$ cat src/rtl/sauria_axil_to_reg_if.sv
// AXI4-Lite slave channels plus the simple register-access request/response
// bundle. The slave modport is the bridge's view; the master modport drives it.
interface sauria_axil_to_reg_if #(
  parameter int ADDR_WIDTH = 32,
  parameter int DATA_WIDTH = 32
);
  localparam int STRB_WIDTH = DATA_WIDTH / 8;

  logic [ADDR_WIDTH-1:0] s_awaddr_i;
  logic                  s_awvalid_i;
  logic                  s_awready_o;

  logic [DATA_WIDTH-1:0] s_wdata_i;
  logic [STRB_WIDTH-1:0] s_wstrb_i;
  logic                  s_wvalid_i;
  logic                  s_wready_o;

  logic [1:0]            s_bresp_o;
  logic                  s_bvalid_o;
  logic                  s_bready_i;

  logic [ADDR_WIDTH-1:0] s_araddr_i;
  logic                  s_arvalid_i;
  logic                  s_arready_o;

  logic [DATA_WIDTH-1:0] s_rdata_o;
  logic [1:0]            s_rresp_o;
  logic                  s_rvalid_o;
  logic                  s_rready_i;

  logic [ADDR_WIDTH-1:0] reg_addr_o;
  logic                  reg_write_o;
  logic [DATA_WIDTH-1:0] reg_wdata_o;
  logic [STRB_WIDTH-1:0] reg_wstrb_o;
  logic                  reg_valid_o;

  logic [DATA_WIDTH-1:0] reg_rdata_i;
  logic                  reg_error_i;
  logic                  reg_ready_i;

  modport slave (
    input  s_awaddr_i, s_awvalid_i,
    output s_awready_o,
    input  s_wdata_i, s_wstrb_i, s_wvalid_i,
    output s_wready_o,
    output s_bresp_o, s_bvalid_o,
    input  s_bready_i,
    input  s_araddr_i, s_arvalid_i,
    output s_arready_o,
    output s_rdata_o, s_rresp_o, s_rvalid_o,
    input  s_rready_i,
    output reg_addr_o, reg_write_o, reg_wdata_o, reg_wstrb_o, reg_valid_o,
    input  reg_rdata_i, reg_error_i, reg_ready_i
  );

  modport master (
    output s_awaddr_i, s_awvalid_i,
    input  s_awready_o,
    output s_wdata_i, s_wstrb_i, s_wvalid_i,
    input  s_wready_o,
    input  s_bresp_o, s_bvalid_o,
    output s_bready_i,
    output s_araddr_i, s_arvalid_i,
    input  s_arready_o,
    input  s_rdata_o, s_rresp_o, s_rvalid_o,
    output s_rready_i,
    input  reg_addr_o, reg_write_o, reg_wdata_o, reg_wstrb_o, reg_valid_o,
    output reg_rdata_i, reg_error_i, reg_ready_i
  );
endinterface

$ cat src/rtl/sauria_axil_to_reg.sv
// AXI4-Lite slave to single-outstanding register-access bridge with one-entry
// channel holding registers, round-robin read/write arbitration and access timeout.
module sauria_axil_to_reg #(
  parameter int ADDR_WIDTH     = 32,
  parameter int DATA_WIDTH     = 32,
  parameter int TIMEOUT_CYCLES = 255
) (
  input  logic                clk_i,
  input  logic                rst_i,
  sauria_axil_to_reg_if.slave bus
);
  localparam int STRB_WIDTH = DATA_WIDTH / 8;
  localparam int CNT_W      = (TIMEOUT_CYCLES > 0) ? $clog2(TIMEOUT_CYCLES + 1) : 1;
  localparam logic [CNT_W-1:0] TO_LAST =
    CNT_W'((TIMEOUT_CYCLES > 0) ? (TIMEOUT_CYCLES - 1) : 0);

  localparam logic [1:0] RESP_OKAY   = 2'b00;
  localparam logic [1:0] RESP_SLVERR = 2'b10;

  typedef enum logic [2:0] {
    S_IDLE,
    S_REG_WR,
    S_REG_RD,
    S_RESP_B,
    S_RESP_R
  } state_t;

  state_t                r_state;

  logic                  r_aw_full;
  logic                  r_w_full;
  logic                  r_ar_full;
  logic [ADDR_WIDTH-1:0] r_aw_addr;
  logic [ADDR_WIDTH-1:0] r_ar_addr;
  logic [DATA_WIDTH-1:0] r_w_data;
  logic [STRB_WIDTH-1:0] r_w_strb;

  logic                  r_prefer_rd;
  logic [CNT_W-1:0]      r_tcnt;

  logic                  r_reg_valid;
  logic                  r_reg_write;
  logic [ADDR_WIDTH-1:0] r_reg_addr;
  logic [DATA_WIDTH-1:0] r_reg_wdata;
  logic [STRB_WIDTH-1:0] r_reg_wstrb;

  logic                  r_bvalid;
  logic [1:0]            r_bresp;
  logic                  r_rvalid;
  logic [1:0]            r_rresp;
  logic [DATA_WIDTH-1:0] r_rdata;

  logic                  w_aw_hs;
  logic                  w_w_hs;
  logic                  w_ar_hs;
  logic                  w_wr_elig;
  logic                  w_rd_elig;
  logic                  w_grant_wr;
  logic                  w_grant_rd;
  logic                  w_xfer;
  logic                  w_timeout;
  logic                  w_wr_done;
  logic                  w_rd_done;

  always_comb begin
    w_aw_hs   = bus.s_awvalid_i & ~r_aw_full;
    w_w_hs    = bus.s_wvalid_i  & ~r_w_full;
    w_ar_hs   = bus.s_arvalid_i & ~r_ar_full;
    w_wr_elig = r_aw_full & r_w_full;
    w_rd_elig = r_ar_full;
    // r_prefer_rd only flips on a contested grant, so an uncontested grant never
    // steals the next tie from the other direction.
    w_grant_wr = (r_state == S_IDLE) & w_wr_elig & (~w_rd_elig | ~r_prefer_rd);
    w_grant_rd = (r_state == S_IDLE) & w_rd_elig & (~w_wr_elig |  r_prefer_rd);
    w_xfer     = r_reg_valid & bus.reg_ready_i;
    w_timeout  = (TIMEOUT_CYCLES != 0) & r_reg_valid & ~bus.reg_ready_i &
                 (r_tcnt == TO_LAST);
    w_wr_done  = (w_xfer | w_timeout) & (r_state == S_REG_WR);
    w_rd_done  = (w_xfer | w_timeout) & (r_state == S_REG_RD);
  end

  // Channel holding registers
  always_ff @(posedge clk_i) begin
    if (rst_i) begin
      r_aw_full <= 1'b0;
      r_w_full  <= 1'b0;
      r_ar_full <= 1'b0;
      r_aw_addr <= '0;
      r_ar_addr <= '0;
      r_w_data  <= '0;
      r_w_strb  <= '0;
    end else begin
      if (w_wr_done) begin
        r_aw_full <= 1'b0;
      end else if (w_aw_hs) begin
        r_aw_full <= 1'b1;
        r_aw_addr <= bus.s_awaddr_i;
      end

      if (w_wr_done) begin
        r_w_full <= 1'b0;
      end else if (w_w_hs) begin
        r_w_full <= 1'b1;
        r_w_data <= bus.s_wdata_i;
        r_w_strb <= bus.s_wstrb_i;
      end

      if (w_rd_done) begin
        r_ar_full <= 1'b0;
      end else if (w_ar_hs) begin
        r_ar_full <= 1'b1;
        r_ar_addr <= bus.s_araddr_i;
      end
    end
  end

  // Access FSM with registered request and response outputs
  always_ff @(posedge clk_i) begin
    if (rst_i) begin
      r_state     <= S_IDLE;
      r_prefer_rd <= 1'b0;
      r_tcnt      <= '0;
      r_reg_valid <= 1'b0;
      r_reg_write <= 1'b0;
      r_reg_addr  <= '0;
      r_reg_wdata <= '0;
      r_reg_wstrb <= '0;
      r_bvalid    <= 1'b0;
      r_bresp     <= '0;
      r_rvalid    <= 1'b0;
      r_rresp     <= '0;
      r_rdata     <= '0;
    end else begin
      case (r_state)
        S_IDLE: begin
          if (w_grant_wr) begin
            r_state     <= S_REG_WR;
            r_reg_valid <= 1'b1;
            r_reg_write <= 1'b1;
            r_reg_addr  <= r_aw_addr;
            r_reg_wdata <= r_w_data;
            r_reg_wstrb <= r_w_strb;
            r_tcnt      <= '0;
            if (w_rd_elig) r_prefer_rd <= 1'b1;
          end else if (w_grant_rd) begin
            r_state     <= S_REG_RD;
            r_reg_valid <= 1'b1;
            r_reg_write <= 1'b0;
            r_reg_addr  <= r_ar_addr;
            r_reg_wdata <= '0;
            r_reg_wstrb <= '0;
            r_tcnt      <= '0;
            if (w_wr_elig) r_prefer_rd <= 1'b0;
          end
        end

        S_REG_WR: begin
          if (w_xfer) begin
            r_reg_valid <= 1'b0;
            r_bvalid    <= 1'b1;
            r_bresp     <= bus.reg_error_i ? RESP_SLVERR : RESP_OKAY;
            r_state     <= S_RESP_B;
          end else if (w_timeout) begin
            r_reg_valid <= 1'b0;
            r_bvalid    <= 1'b1;
            r_bresp     <= RESP_SLVERR;
            r_state     <= S_RESP_B;
          end else begin
            r_tcnt <= r_tcnt + 1'b1;
          end
        end

        S_REG_RD: begin
          if (w_xfer) begin
            r_reg_valid <= 1'b0;
            r_rvalid    <= 1'b1;
            r_rresp     <= bus.reg_error_i ? RESP_SLVERR : RESP_OKAY;
            r_rdata     <= bus.reg_error_i ? '0 : bus.reg_rdata_i;
            r_state     <= S_RESP_R;
          end else if (w_timeout) begin
            r_reg_valid <= 1'b0;
            r_rvalid    <= 1'b1;
            r_rresp     <= RESP_SLVERR;
            r_rdata     <= '0;
            r_state     <= S_RESP_R;
          end else begin
            r_tcnt <= r_tcnt + 1'b1;
          end
        end

        S_RESP_B: begin
          if (bus.s_bready_i) begin
            r_bvalid <= 1'b0;
            r_state  <= S_IDLE;
          end
        end

        S_RESP_R: begin
          if (bus.s_rready_i) begin
            r_rvalid <= 1'b0;
            r_state  <= S_IDLE;
          end
        end

        default: begin
          r_state     <= S_IDLE;
          r_reg_valid <= 1'b0;
          r_bvalid    <= 1'b0;
          r_rvalid    <= 1'b0;
        end
      endcase
    end
  end

  assign bus.s_awready_o = ~r_aw_full;
  assign bus.s_wready_o  = ~r_w_full;
  assign bus.s_arready_o = ~r_ar_full;

  assign bus.s_bvalid_o  = r_bvalid;
  assign bus.s_bresp_o   = r_bresp;
  assign bus.s_rvalid_o  = r_rvalid;
  assign bus.s_rresp_o   = r_rresp;
  assign bus.s_rdata_o   = r_rdata;

  assign bus.reg_valid_o = r_reg_valid;
  assign bus.reg_write_o = r_reg_write;
  assign bus.reg_addr_o  = r_reg_addr;
  assign bus.reg_wdata_o = r_reg_wdata;
  assign bus.reg_wstrb_o = r_reg_wstrb;

endmodule

$ cat src/flat_wrapper.sv
// flat-port wrapper written by rule: the top's interface ports become plain ports
module sauria_axil_to_reg_flat 
#(
  parameter int ADDR_WIDTH     = 32,
  parameter int DATA_WIDTH     = 32,
  parameter int TIMEOUT_CYCLES = 255
)
  (clk_i, rst_i, bus_s_awaddr_i, bus_s_awvalid_i, bus_s_awready_o, bus_s_wdata_i, bus_s_wstrb_i, bus_s_wvalid_i, bus_s_wready_o, bus_s_bresp_o, bus_s_bvalid_o, bus_s_bready_i, bus_s_araddr_i, bus_s_arvalid_i, bus_s_arready_o, bus_s_rdata_o, bus_s_rresp_o, bus_s_rvalid_o, bus_s_rready_i, bus_reg_addr_o, bus_reg_write_o, bus_reg_wdata_o, bus_reg_wstrb_o, bus_reg_valid_o, bus_reg_rdata_i, bus_reg_error_i, bus_reg_ready_i);
  sauria_axil_to_reg_if #(.ADDR_WIDTH(ADDR_WIDTH), .DATA_WIDTH(DATA_WIDTH)) bus_i ();
  input  logic clk_i;
  input  logic rst_i;
  input wire logic [$bits(bus_i.s_awaddr_i)-1:0] bus_s_awaddr_i;
  input wire logic [$bits(bus_i.s_awvalid_i)-1:0] bus_s_awvalid_i;
  output wire logic [$bits(bus_i.s_awready_o)-1:0] bus_s_awready_o;
  input wire logic [$bits(bus_i.s_wdata_i)-1:0] bus_s_wdata_i;
  input wire logic [$bits(bus_i.s_wstrb_i)-1:0] bus_s_wstrb_i;
  input wire logic [$bits(bus_i.s_wvalid_i)-1:0] bus_s_wvalid_i;
  output wire logic [$bits(bus_i.s_wready_o)-1:0] bus_s_wready_o;
  output wire logic [$bits(bus_i.s_bresp_o)-1:0] bus_s_bresp_o;
  output wire logic [$bits(bus_i.s_bvalid_o)-1:0] bus_s_bvalid_o;
  input wire logic [$bits(bus_i.s_bready_i)-1:0] bus_s_bready_i;
  input wire logic [$bits(bus_i.s_araddr_i)-1:0] bus_s_araddr_i;
  input wire logic [$bits(bus_i.s_arvalid_i)-1:0] bus_s_arvalid_i;
  output wire logic [$bits(bus_i.s_arready_o)-1:0] bus_s_arready_o;
  output wire logic [$bits(bus_i.s_rdata_o)-1:0] bus_s_rdata_o;
  output wire logic [$bits(bus_i.s_rresp_o)-1:0] bus_s_rresp_o;
  output wire logic [$bits(bus_i.s_rvalid_o)-1:0] bus_s_rvalid_o;
  input wire logic [$bits(bus_i.s_rready_i)-1:0] bus_s_rready_i;
  output wire logic [$bits(bus_i.reg_addr_o)-1:0] bus_reg_addr_o;
  output wire logic [$bits(bus_i.reg_write_o)-1:0] bus_reg_write_o;
  output wire logic [$bits(bus_i.reg_wdata_o)-1:0] bus_reg_wdata_o;
  output wire logic [$bits(bus_i.reg_wstrb_o)-1:0] bus_reg_wstrb_o;
  output wire logic [$bits(bus_i.reg_valid_o)-1:0] bus_reg_valid_o;
  input wire logic [$bits(bus_i.reg_rdata_i)-1:0] bus_reg_rdata_i;
  input wire logic [$bits(bus_i.reg_error_i)-1:0] bus_reg_error_i;
  input wire logic [$bits(bus_i.reg_ready_i)-1:0] bus_reg_ready_i;
  assign bus_i.s_awaddr_i = bus_s_awaddr_i;
  assign bus_i.s_awvalid_i = bus_s_awvalid_i;
  assign bus_s_awready_o = bus_i.s_awready_o;
  assign bus_i.s_wdata_i = bus_s_wdata_i;
  assign bus_i.s_wstrb_i = bus_s_wstrb_i;
  assign bus_i.s_wvalid_i = bus_s_wvalid_i;
  assign bus_s_wready_o = bus_i.s_wready_o;
  assign bus_s_bresp_o = bus_i.s_bresp_o;
  assign bus_s_bvalid_o = bus_i.s_bvalid_o;
  assign bus_i.s_bready_i = bus_s_bready_i;
  assign bus_i.s_araddr_i = bus_s_araddr_i;
  assign bus_i.s_arvalid_i = bus_s_arvalid_i;
  assign bus_s_arready_o = bus_i.s_arready_o;
  assign bus_s_rdata_o = bus_i.s_rdata_o;
  assign bus_s_rresp_o = bus_i.s_rresp_o;
  assign bus_s_rvalid_o = bus_i.s_rvalid_o;
  assign bus_i.s_rready_i = bus_s_rready_i;
  assign bus_reg_addr_o = bus_i.reg_addr_o;
  assign bus_reg_write_o = bus_i.reg_write_o;
  assign bus_reg_wdata_o = bus_i.reg_wdata_o;
  assign bus_reg_wstrb_o = bus_i.reg_wstrb_o;
  assign bus_reg_valid_o = bus_i.reg_valid_o;
  assign bus_i.reg_rdata_i = bus_reg_rdata_i;
  assign bus_i.reg_error_i = bus_reg_error_i;
  assign bus_i.reg_ready_i = bus_reg_ready_i;
  sauria_axil_to_reg #(.ADDR_WIDTH(ADDR_WIDTH), .DATA_WIDTH(DATA_WIDTH), .TIMEOUT_CYCLES(TIMEOUT_CYCLES)) u_core (.clk_i(clk_i), .rst_i(rst_i), .bus(bus_i));
endmodule
$ cat config.mk
export PLATFORM = sky130hd
export DESIGN_NAME = sauria_axil_to_reg_flat
export DESIGN_NICKNAME = d
export VERILOG_FILES = /design/src/rtl/sauria_axil_to_reg_if.sv /design/src/rtl/sauria_axil_to_reg.sv /design/src/flat_wrapper.sv
export SDC_FILE = /design/constraint.sdc
export NUM_CORES = 1
export LEC_CHECK = 0
export ABC_AREA = 1
export BUFFER_PORTS_ARGS = -buffer_cell sky130_fd_sc_hd__buf_2
export CAP_MARGIN = 15
export CORE_MARGIN = 10
export CORE_UTILIZATION = 40
export DETAILED_ROUTE_END_ITERATION = 6
export HOLD_SLACK_MARGIN = 0.08
export PLACE_DENSITY = 0.73
export SYNTH_ARGS = -nofsm -noshare
export SYNTH_HDL_FRONTEND = slang
export SYNTH_SLANG_ARGS = --single-unit
$ cat constraint.sdc
create_clock -name clk_i -period 1.6 [get_ports clk_i]
set_input_delay 0 -clock clk_i [delete_from_list [all_inputs] [get_ports clk_i]]
set_output_delay 0 -clock clk_i [all_outputs]
set_load 0.01 [all_outputs]
**Word level (Yosys, flattened, before mapping)**

Index checks and enable logic that the tools add are counted.

- Equality and inequality tests: 14
- Reductions and logical operators: 23
- Multiplexer cells: 43
- Add/sub/neg operators: 1
- Bitwise logic cells: 27

Operators with widths:

| cell | number |
|---|---|
| 2-to-1 mux 32 bit | 7 |
| 2-to-1 mux 8 bit | 4 |
| 2-to-1 mux 3 bit | 8 |
| one-hot mux 8 bit (2 select lines) | 1 |
| one-hot mux 3 bit (5 select lines) | 1 |
| 2-to-1 mux 1 bit | 14 |
| bitwise AND 1 bit | 13 |
| inequality test 3 x 1 -> 1 bit, second input constant | 4 |
| AND reduction 2 bit | 6 |
| inverter 1 bit | 11 |
| one-hot mux 1 bit (3 select lines) | 3 |
| AND reduction 3 bit | 3 |
| adder 8 x 1 -> 8 bit, second input constant | 1 |
| equality test 8 bit, second input constant | 1 |
| 2-to-1 mux 4 bit | 2 |
| inequality test 2 bit, second input constant | 4 |
| AND reduction 4 bit | 2 |
| nonzero test 2 bit | 4 |
| OR reduction 2 bit | 4 |
| equality test 3 x 2 -> 1 bit, second input constant | 2 |
| 2-to-1 mux 2 bit | 3 |
| OR reduction 3 bit | 2 |
| AND reduction 5 bit | 1 |
| equality test 3 x 1 -> 1 bit, second input constant | 1 |
| 4 further kinds | 6 |

- Register bits: 223
- Logic and storage cells: 128
- Output and inout port bits: 111

**Depth between registers and ports, before layout**

Gate-level depths: netlist (run 1).

- Depth after elaboration: 7
- Gate-level depth with buffers: 11

**Least setup slack after synthesis (run 1)**

No wires, ideal clock.

- Path kind: register to register
- Start point: register u_core.r_tcnt[0]
- End point: register u_core.r_ar_addr[10]
- Cell stages (with the launch flop): 11
- Setup time: 0.070 ns
- Clock period less this slack: 1.518 ns
- Data arrival time: 1.448 ns
- Path slack: 0.082 ns
- Cell sequence: dfxtp_1 > inv_1 > ha_1 > nand2_1 > nor2_1 > nand2_2 > nand2_4 > nand2_4 > clkbuf_1 > nand3_1 > a21oi_1

- Word-level cells in the longest chain between the ends: 6

RTL lines:

| item | line | text |
|---|---|---|
| start, declared | sauria_axil_to_reg.sv:39 | `logic [CNT_W-1:0] r_tcnt;` |
| start signal, assigned | sauria_axil_to_reg.sv:169 | `r_tcnt <= r_tcnt + 1'b1;` |
| start signal, assigned | sauria_axil_to_reg.sv:187 | `r_tcnt <= r_tcnt + 1'b1;` |
| equality test 8 bit | sauria_axil_to_reg.sv:77 | `(r_tcnt == TO_LAST);` |
| bitwise AND 1 bit | sauria_axil_to_reg.sv:76 | `w_timeout = (TIMEOUT_CYCLES != 0) & r_reg_valid & ~bus.reg_ready_i &` |
| bitwise OR 1 bit | sauria_axil_to_reg.sv:79 | `w_rd_done = (w_xfer \| w_timeout) & (r_state == S_REG_RD);` |
| bitwise AND 1 bit | sauria_axil_to_reg.sv:79 |  |
| inverter 1 bit (no line) | -- |  |
| AND reduction 2 bit (no line) | -- |  |
| end signal, assigned | sauria_axil_to_reg.sv:112 | `r_ar_addr <= bus.s_araddr_i;` |
| end, declared | sauria_axil_to_reg.sv:34 | `logic [ADDR_WIDTH-1:0] r_ar_addr;` |

Every way passes these cells.
A chain may end at the register's enable or synchronous reset.

**Worst setup path in the final report (run 1)**

- Start point: register u_core.r_tcnt[0]
- End point: register u_core.r_w_data[20]

- Word-level cells in the longest chain between the ends: 6

RTL lines:

| item | line | text |
|---|---|---|
| equality test 8 bit | sauria_axil_to_reg.sv:77 |  |
| bitwise AND 1 bit | sauria_axil_to_reg.sv:76 |  |
| bitwise OR 1 bit | sauria_axil_to_reg.sv:78 | `w_wr_done = (w_xfer \| w_timeout) & (r_state == S_REG_WR);` |
| bitwise AND 1 bit | sauria_axil_to_reg.sv:78 |  |
| inverter 1 bit (no line) | -- |  |
| AND reduction 2 bit (no line) | -- |  |
| end signal, assigned | sauria_axil_to_reg.sv:104 | `r_w_data <= bus.s_wdata_i;` |
| end, declared | sauria_axil_to_reg.sv:35 | `logic [DATA_WIDTH-1:0] r_w_data;` |

Every way passes these cells.

==> impl_metrics.json, run 1 <==
{
  "status": "finished with violations",
  "violations": "negative setup slack",
  "clk_latency_ns": 0.52,
  "whs_ns": 0.266,
  "slew_viol_final": 0,
  "regToRegSetupSlack_ns": -0.08,
  "grt_overflow": 0,
  "wl_met1_mm": 11.9,
  "die_h_um": 165,
  "grt_util_all_layers": 0.203,
  "numPortBuffers": 249,
  "grt_pass1_wl_mm": 45.7,
  "path_max_fanout": 22,
  "drt_iter0_markers": 657,
  "antenna_found_initial": 2,
  "nets": 1533,
  "min_path_type": "in -> reg",
  "cts_tree": "done",
  "rows": 52,
  "routed_wl_mm": 30.3,
  "ys_ff_latch": 221,
  "vias": 8890,
  "cts_root_buffer": "clkbuf_16",
  "dieWidth_um": 165,
  "cts.clk_slew.worst_paths_ns": 0.07,
  "max-slew-margin-rel": 0.512,
  "core_sq_um": 20400,
  "synth_area_sq_um": 8360,
  "worst_slack_ns": -0.0799,
  "clock_path_buffers": 3,
  "fillCellCount": 1539,
  "wl_met3_mm": 3.07,
  "met2WireLength_mm": 14.6,
  "clock-sinks": 221,
  "endpoint_kind": "flop",
  "setup.worst_path.end": "u_core.r_w_data[20]$_SDFFE_PP0P_",
  "critPathArrivalTime_ns": 2.13,
  "yosysTopAreaCell": "dfxtp_1",
  "reg2reg_depth": 11,
  "gp_congestion": 0.871,
  "ir_worst_vdd_v": 0.000844,
  "grt_start_max_net_pins": 70,
  "htree_levels": 1,
  "avgSynthCellArea_sq_um": 8.35,
  "io_pins": 252,
  "grt_pass1_vias": 8884,
  "tightest_slew_ns": 0.732,
  "drive_gt1_frac": 0.282,
  "synth.yosys.warnings": 0,
  "finalInstanceArea_sq_um": 12600,
  "layout_min_cycle_time_ns": 1.68,
  "seq_area_frac_synth": 0.529,
  "viasPerCell": 5.29,
  "crit_path_start_kind": "flop",
  "initial_core_util": 0.410,
  "ant_nets": 0,
  "timing.rr.start": "u_core.r_tcnt[0]$_SDFFE_PP0P_",
  "fin_crit_sh": 1.05,
  "synth.area.top_cells": "dfxtp_1 53%, nand3_1 9.3%, a21oi_1 8.1%",
  "cap_violations": 0,
  "dieArea_sq_um": 27100,
  "critical_path_class": "reg -> reg",
  "syn_to_final_growth_pct": 50.4,
  "p_leak_nw": 5.54,
  "r2r-end": "u_core.r_w_data[20]$_SDFFE_PP0P_",
  "wl_per_cell_um": 18.0,
  "final-setup-viol-count": 60,
  "cp.required_ns": 2.05,
  "fin_util": 0.617,
  "fin_worst_skew_ns": 0.0123,
  "powerDensity_nw_per_um2": 1160,
  "numCtsBuffers": 25,
  "synth_top_area_share": 0.529,
  "hpwlAfterDp_mm": 17.3,
  "synthCells": 1001,
  "hold_violations": 0,
  "dpl_cell_area_sq_um": 10000,
  "drc_errors": 0,
  "synthDistinctLibCells": 35,
  "dr.max_layer_used": "met4",
  "power_mw": 14.6,
  "dr.pass1.iters": 5,
  "startpoint": "u_core.r_tcnt[0]$_SDFFE_PP0P_",
  "grt_setup_unrepaired": "true",
  "max_freq_mhz": 595
}
-- sequential cells by signal, summed over array words and instances (netlist names), 3 cells and up --
signal,cells
u_core.r_ar_addr,32
u_core.bus.reg_addr_o,32
u_core.r_w_data,32
u_core.bus.reg_wdata_o,32
u_core.r_w_strb,4
u_core.bus.reg_wstrb_o,4
u_core.r_aw_addr,32
u_core.bus.s_rdata_o,32
u_core.r_tcnt,8
u_core.r_state,3
-- cell type report --
cell class                      instances  area [sq um]  area share
Inverter                               62           235      0.0187
Antenna cell                            3          7.51    0.000597
Clock inverter                          7          70.1     0.00557
Sequential cell                       221          4430       0.352
Tap cell                              270           338      0.0269
Clock buffer                           36           717      0.0570
Timing Repair Buffer                  439          3340       0.266
Multi-Input combinational cell        641          3440       0.273
-- layer usage --
layer  up-vias  global-route usage
met5         -                   0
met4         0              0.0676
met3        67              0.0605
met2       494               0.343
met1      4123               0.241
li1       4206                   -
-- how the worst min path moves through the flow --
stage,startpoint,end,slack (ns),cells past startpoint
final,bus_reg_rdata_i[26],u_core.bus.s_rdata_o[26]$_SDFFE_PP0P_,0.27,4
after global routing,bus_reg_rdata_i[7],u_core.bus.s_rdata_o[7]$_SDFFE_PP0P_,0.29,4
after CTS,bus_reg_rdata_i[3],u_core.bus.s_rdata_o[3]$_SDFFE_PP0P_,0.24,4
after detailed placement,bus_reg_rdata_i[3],u_core.bus.s_rdata_o[3]$_SDFFE_PP0P_,0.23,3
after global placement,bus_reg_rdata_i[3],u_core.bus.s_rdata_o[3]$_SDFFE_PP0P_,0.22,3
after floorplan,bus_reg_rdata_i[0],u_core.bus.s_rdata_o[0]$_SDFFE_PP0P_,0.14,2
-- synth_stat cells --
cell type	n
o21ai_0	31
a22oi_1	5
o21ai_2	1
a31oi_1	1
nand3_2	2
or2_0	1
nor2_4	2
ha_1	2
o21ai_1	45
o221ai_1	32
buf_6	10
inv_1	58
buf_1	2
conb_1	1
nand2_4	3
buf_2	19
dfxtp_1	221
nor2_1	25
nand2_8	2
nor2_2	3
nor3_1	3
nand2_1	167
a22oi_2	5
buf_4	9
o2111ai_1	3
a21oi_1	135
xnor2_1	2
nor4_1	1
nand4_1	1
xor2_1	4
nand3_1	155
clkbuf_1	38
inv_2	4
or2_2	1
nand2_2	7
-- power by group --
group / total (mW) / internal (mW) / switching (mW) / leakage (nW)
combinational: 3.00 / 1.26 / 1.74 / 3.35
clock: 5.52 / 3.26 / 2.26 / 0.386
sequential: 6.10 / 5.88 / 0.214 / 1.80
total: 14.6 / 10.4 / 4.22 / 5.54
-- layout by cell type, fill, tap and decap left out, types with 5 or more instances in the layout --
| master | n |
|---|---|
| inv_2 | 7 |
| o21ai_1 | 40 |
| o21ai_0 | 28 |
| a22oi_2 | 5 |
| nor2_1 | 22 |
| nand2_4 | 5 |
| nand2_1 | 162 |
| a22oi_1 | 5 |
| nand2_2 | 9 |
| clkbuf_1 | 6 |
| a21oi_2 | 6 |
| o221ai_1 | 31 |
| buf_4 | 25 |
| buf_12 | 16 |
| clkbuf_8 | 5 |
| inv_1 | 54 |
| o21ai_2 | 5 |
| nand3_1 | 154 |
| dfxtp_1 | 220 |
| a21oi_1 | 129 |
| buf_2 | 248 |
| clkbuf_16 | 30 |
| dlygate4sd3_1 | 140 |
-- worst max-delay path, cell delays in order, from the launching register on --
cell and delay (ns):
dfxtp_2 0.32, inv_2 0.06, ha_2 0.16, nand2_1 0.06
nor2_1 0.12, nand2_2 0.10, nand2_4 0.13, nand2_8 0.10
nand2_8 0.14, buf_12 0.17, o21ai_1 0.09, a21oi_1 0.13
-- stage by stage --
stage / instances / setup TNS, ns / worst slack [ns]
final: 1679 / -1.41 / -0.0799
after global routing: 1678 / -17.46 / -0.225
after CTS: 1666 / 0 / 0.0179
after detailed placement: 1483 / 0 / 0.0173
after global placement: 1483 / 0 / 0.0528
after floorplan: 1002 / 0 / 0.0820
-- kinds of logic (layout without fill, tap and decap cells) --
kind of cell	after synthesis	after routing	share of synthesized area
and+or+nand+nor	373	373	0.205
AOI/OAI and AO/OA	258	258	0.177
DFF	221	221	0.529
buffers and inverters	140	544	0.0788
xor gates and xnor gates	6	6	0.00629
adders and majority gates	2	2	0.00299
other	1	5	0.000449
-- repair_timing --
| action | in CTS | in global routing |
|---|---|---|
| cloned | 0 | 5 |
| gates resized for setup | 1 | 47 |
| setup buffers | 0 | 5 |
| hold buffers | 140 | 0 |
| endpoints found under the hold margin | 197 | 0 |
| setup endpoints to repair | 2 | 179 |
| pin swaps | 0 | 4 |
(Power assumes the default switching activity.)
==> run 2, diff against run 1 <==
- CTS_BUF_LIST: unset -> sky130_fd_sc_hd__clkbuf_8
- SETUP_SLACK_MARGIN: unset -> 0.1
==> run 2 against run 1 <==
Net effect: the run still ends with negative setup slack left; critical path depth did not move; sequential share of layout area down 1.2 points; core utilization grew 2.2 points; sequential cell count unchanged; final area is 3.6% higher; critical endpoint is now u_core.r_w_strb[0]$_SDFFE_PP0P_; first-iteration DRC count up 1.4%; largest power group unchanged; critical path type unchanged; combinational power rose by 15%; worst hold slack got worse by 0.014 ns; clock power shrank 5.8%; clock skew increased by 0.010 ns; via count grew 3.6%; global-route usage grew 0.96 points.
==> impl_metrics.json, run 2 (synthesized netlist as in run 1, its figures left out) <==
{
  "p_leak_nw": 5.70,
  "final_cells": 1713,
  "htree_levels": 2,
  "grt_pass1_vias": 9082,
  "layout_commonest_cell": "buf_2",
  "clk_latency_ns": 0.53,
  "cap_violations": 0,
  "numCtsBuffers": 39,
  "rows": 52,
  "nets": 1561,
  "gp_congestion": 0.871,
  "grt_start_max_net_pins": 70,
  "dp.cells": 1483,
  "timing.rr.start": "u_core.r_tcnt[0]$_SDFFE_PP0P_",
  "crit_path_start_kind": "flop",
  "clock_path_buffers": 3,
  "cts_tree": "done",
  "drive_gt1_frac": 0.337,
  "max_freq_mhz": 601,
  "clock-sinks": 221,
  "worst_slack_ns": -0.0647,
  "grt_util_all_layers": 0.213,
  "max-slew-margin-rel": 0.508,
  "critical_path_class": "reg -> reg",
  "layout_min_cycle_time_ns": 1.66,
  "wl_per_cell_um": 18.9,
  "dieWidth_um": 165,
  "core_sq_um": 20400,
  "final_cell_mix": "248 x buf_2, 216 x dfxtp_1, 157 x nand2_1, 152 x nand3_1, 140 x dlygate4sd3_1",
  "ff_latch_area_sq_um": 4430,
  "fin_crit_sh": 1.04,
  "hold_violations": 0,
  "numPortBuffers": 249,
  "min_path_cells": 4,
  "path_max_fanout": 8,
  "dr.pass1.iters": 5,
  "viasPerCell": 5.38,
  "powerDensity_nw_per_um2": 1140,
  "reg2reg_depth": 11,
  "final-setup-viol-count": 25,
  "ant_nets": 0,
  "multi_input_area_sq_um": 3710,
  "initial_core_util": 0.410,
  "slew_viol_final": 0,
  "regToRegSetupSlack_ns": -0.06,
  "cts.clk_slew.worst_paths_ns": 0.07,
  "hold_path_startpoint": "bus_reg_rdata_i[1]",
  "fillCellCount": 1519,
  "drt_iter0_markers": 666,
  "hold_path_end": "u_core.bus.s_rdata_o[1]$_SDFFE_PP0P_",
  "dieArea_sq_um": 27100,
  "fin_worst_skew_ns": 0.0227,
  "grt_pass1_wl_mm": 47.5,
  "critPathArrivalTime_ns": 2.12,
  "die_h_um": 165,
  "r2r-end": "u_core.r_w_strb[0]$_SDFFE_PP0P_",
  "status": "finished with violations",
  "io_pins": 252,
  "cts_root_buffer": "clkbuf_8",
  "violations": "negative setup slack",
  "endpoint_kind": "flop",
  "antenna_found_initial": 1,
  "syn_to_final_growth_pct": 55.8,
  "power_mw": 14.8,
  "ir_worst_vdd_v": 0.000945,
  "grt_overflow": 0,
  "grt_setup_unrepaired": "true",
  "routed_wl_mm": 32.4,
  "drc_errors": 0,
  "hpwlAfterDp_mm": 17.3,
  "cp.required_ns": 2.05,
  "min_path_type": "in -> reg",
  "pre_cts_ws_ns": 0.0173,
  "tightest_slew_ns": 0.738,
  "vias": 9208
}
## run 2: how the worst max path moves through the flow
stage | start | end | slack [ns] | cells past startpoint
6_report | u_core.r_tcnt[0]$_SDFFE_PP0P_ | u_core.r_w_strb[0]$_SDFFE_PP0P_ | -0.06 | 11
5_1_grt | u_core.r_tcnt[0]$_SDFFE_PP0P_ | u_core.r_w_strb[0]$_SDFFE_PP0P_ | -0.18 | 11
4_1_cts | u_core.r_tcnt[0]$_SDFFE_PP0P_ | u_core.r_w_strb[3]$_SDFFE_PP0P_ | 0.05 | 11
3_5_place_dp | u_core.r_tcnt[0]$_SDFFE_PP0P_ | u_core.r_state[1]$_SDFFE_PP0P_ | 0.02 | 12
3_3_place_gp | u_core.r_tcnt[0]$_SDFFE_PP0P_ | u_core.r_state[0]$_SDFFE_PP0P_ | 0.05 | 12
2_1_floorplan | u_core.r_tcnt[0]$_SDFFE_PP0P_ | u_core.r_ar_addr[10]$_SDFFE_PP0P_ | 0.08 | 10
## run 2: area by class of cell
cell class / count / share of cell area
antenna: 1 / 0.000192
multi-input combinational: 641 / 0.285
inverter: 62 / 0.0185
timing repair buffer: 453 / 0.271
clock inverter: 13 / 0.00423
clock buffer: 52 / 0.0550
sequential: 221 / 0.341
tap: 270 / 0.0260
## run 2: through the flow
step	util	hold slack [ns]	TNS, ns	area, sq um
floorplan	-	0.138	0	8360
global placement	0.493	0.221	0	10000
detailed placement	0.493	0.230	0	10000
CTS	0.605	0.215	0	12300
global route	0.639	0.257	-10.15	13000
finish	0.639	0.252	-0.497	13000
## run 2: critical path, cell delays in order (launching register included)
cell     delay (ns)
dfxtp_2        0.32
inv_2          0.06
ha_2           0.16
nand2_1        0.05
nor2_1         0.11
nand2_2        0.09
nand2_4        0.13
nand2_8        0.10
nand2_8        0.14
buf_4          0.17
o21ai_1        0.09
a21oi_1        0.16
## run 2: per-layer routing
metal	part of all wire	wire length, um	up-vias	GRT usage
met3	0.10	3290	95	0.0724
li1	-	-	4253	-
met5	0	0	-	0
met2	0.49	15800	551	0.360
met1	0.38	12300	4309	0.247
met4	0.030	956	0	0.0709
## run 2: report_power, final
| part | internal (mW) | total (mW) | switching [mW] |
|---|---|---|---|
| registers | 5.89 | 6.14 | 0.244 |
| clock network | 2.88 | 5.20 | 2.32 |
| logic | 1.51 | 3.44 | 1.94 |
| total | 10.3 | 14.8 | 4.50 |
## run 2: what timing repair did
item	CTS	global route
hold buffers	140	0
setup endpoints to repair	158	215
pin swaps	4	19
hold endpoints to repair	181	0
cloned	2	6
gates resized for setup	17	105
buffers inserted	3	13
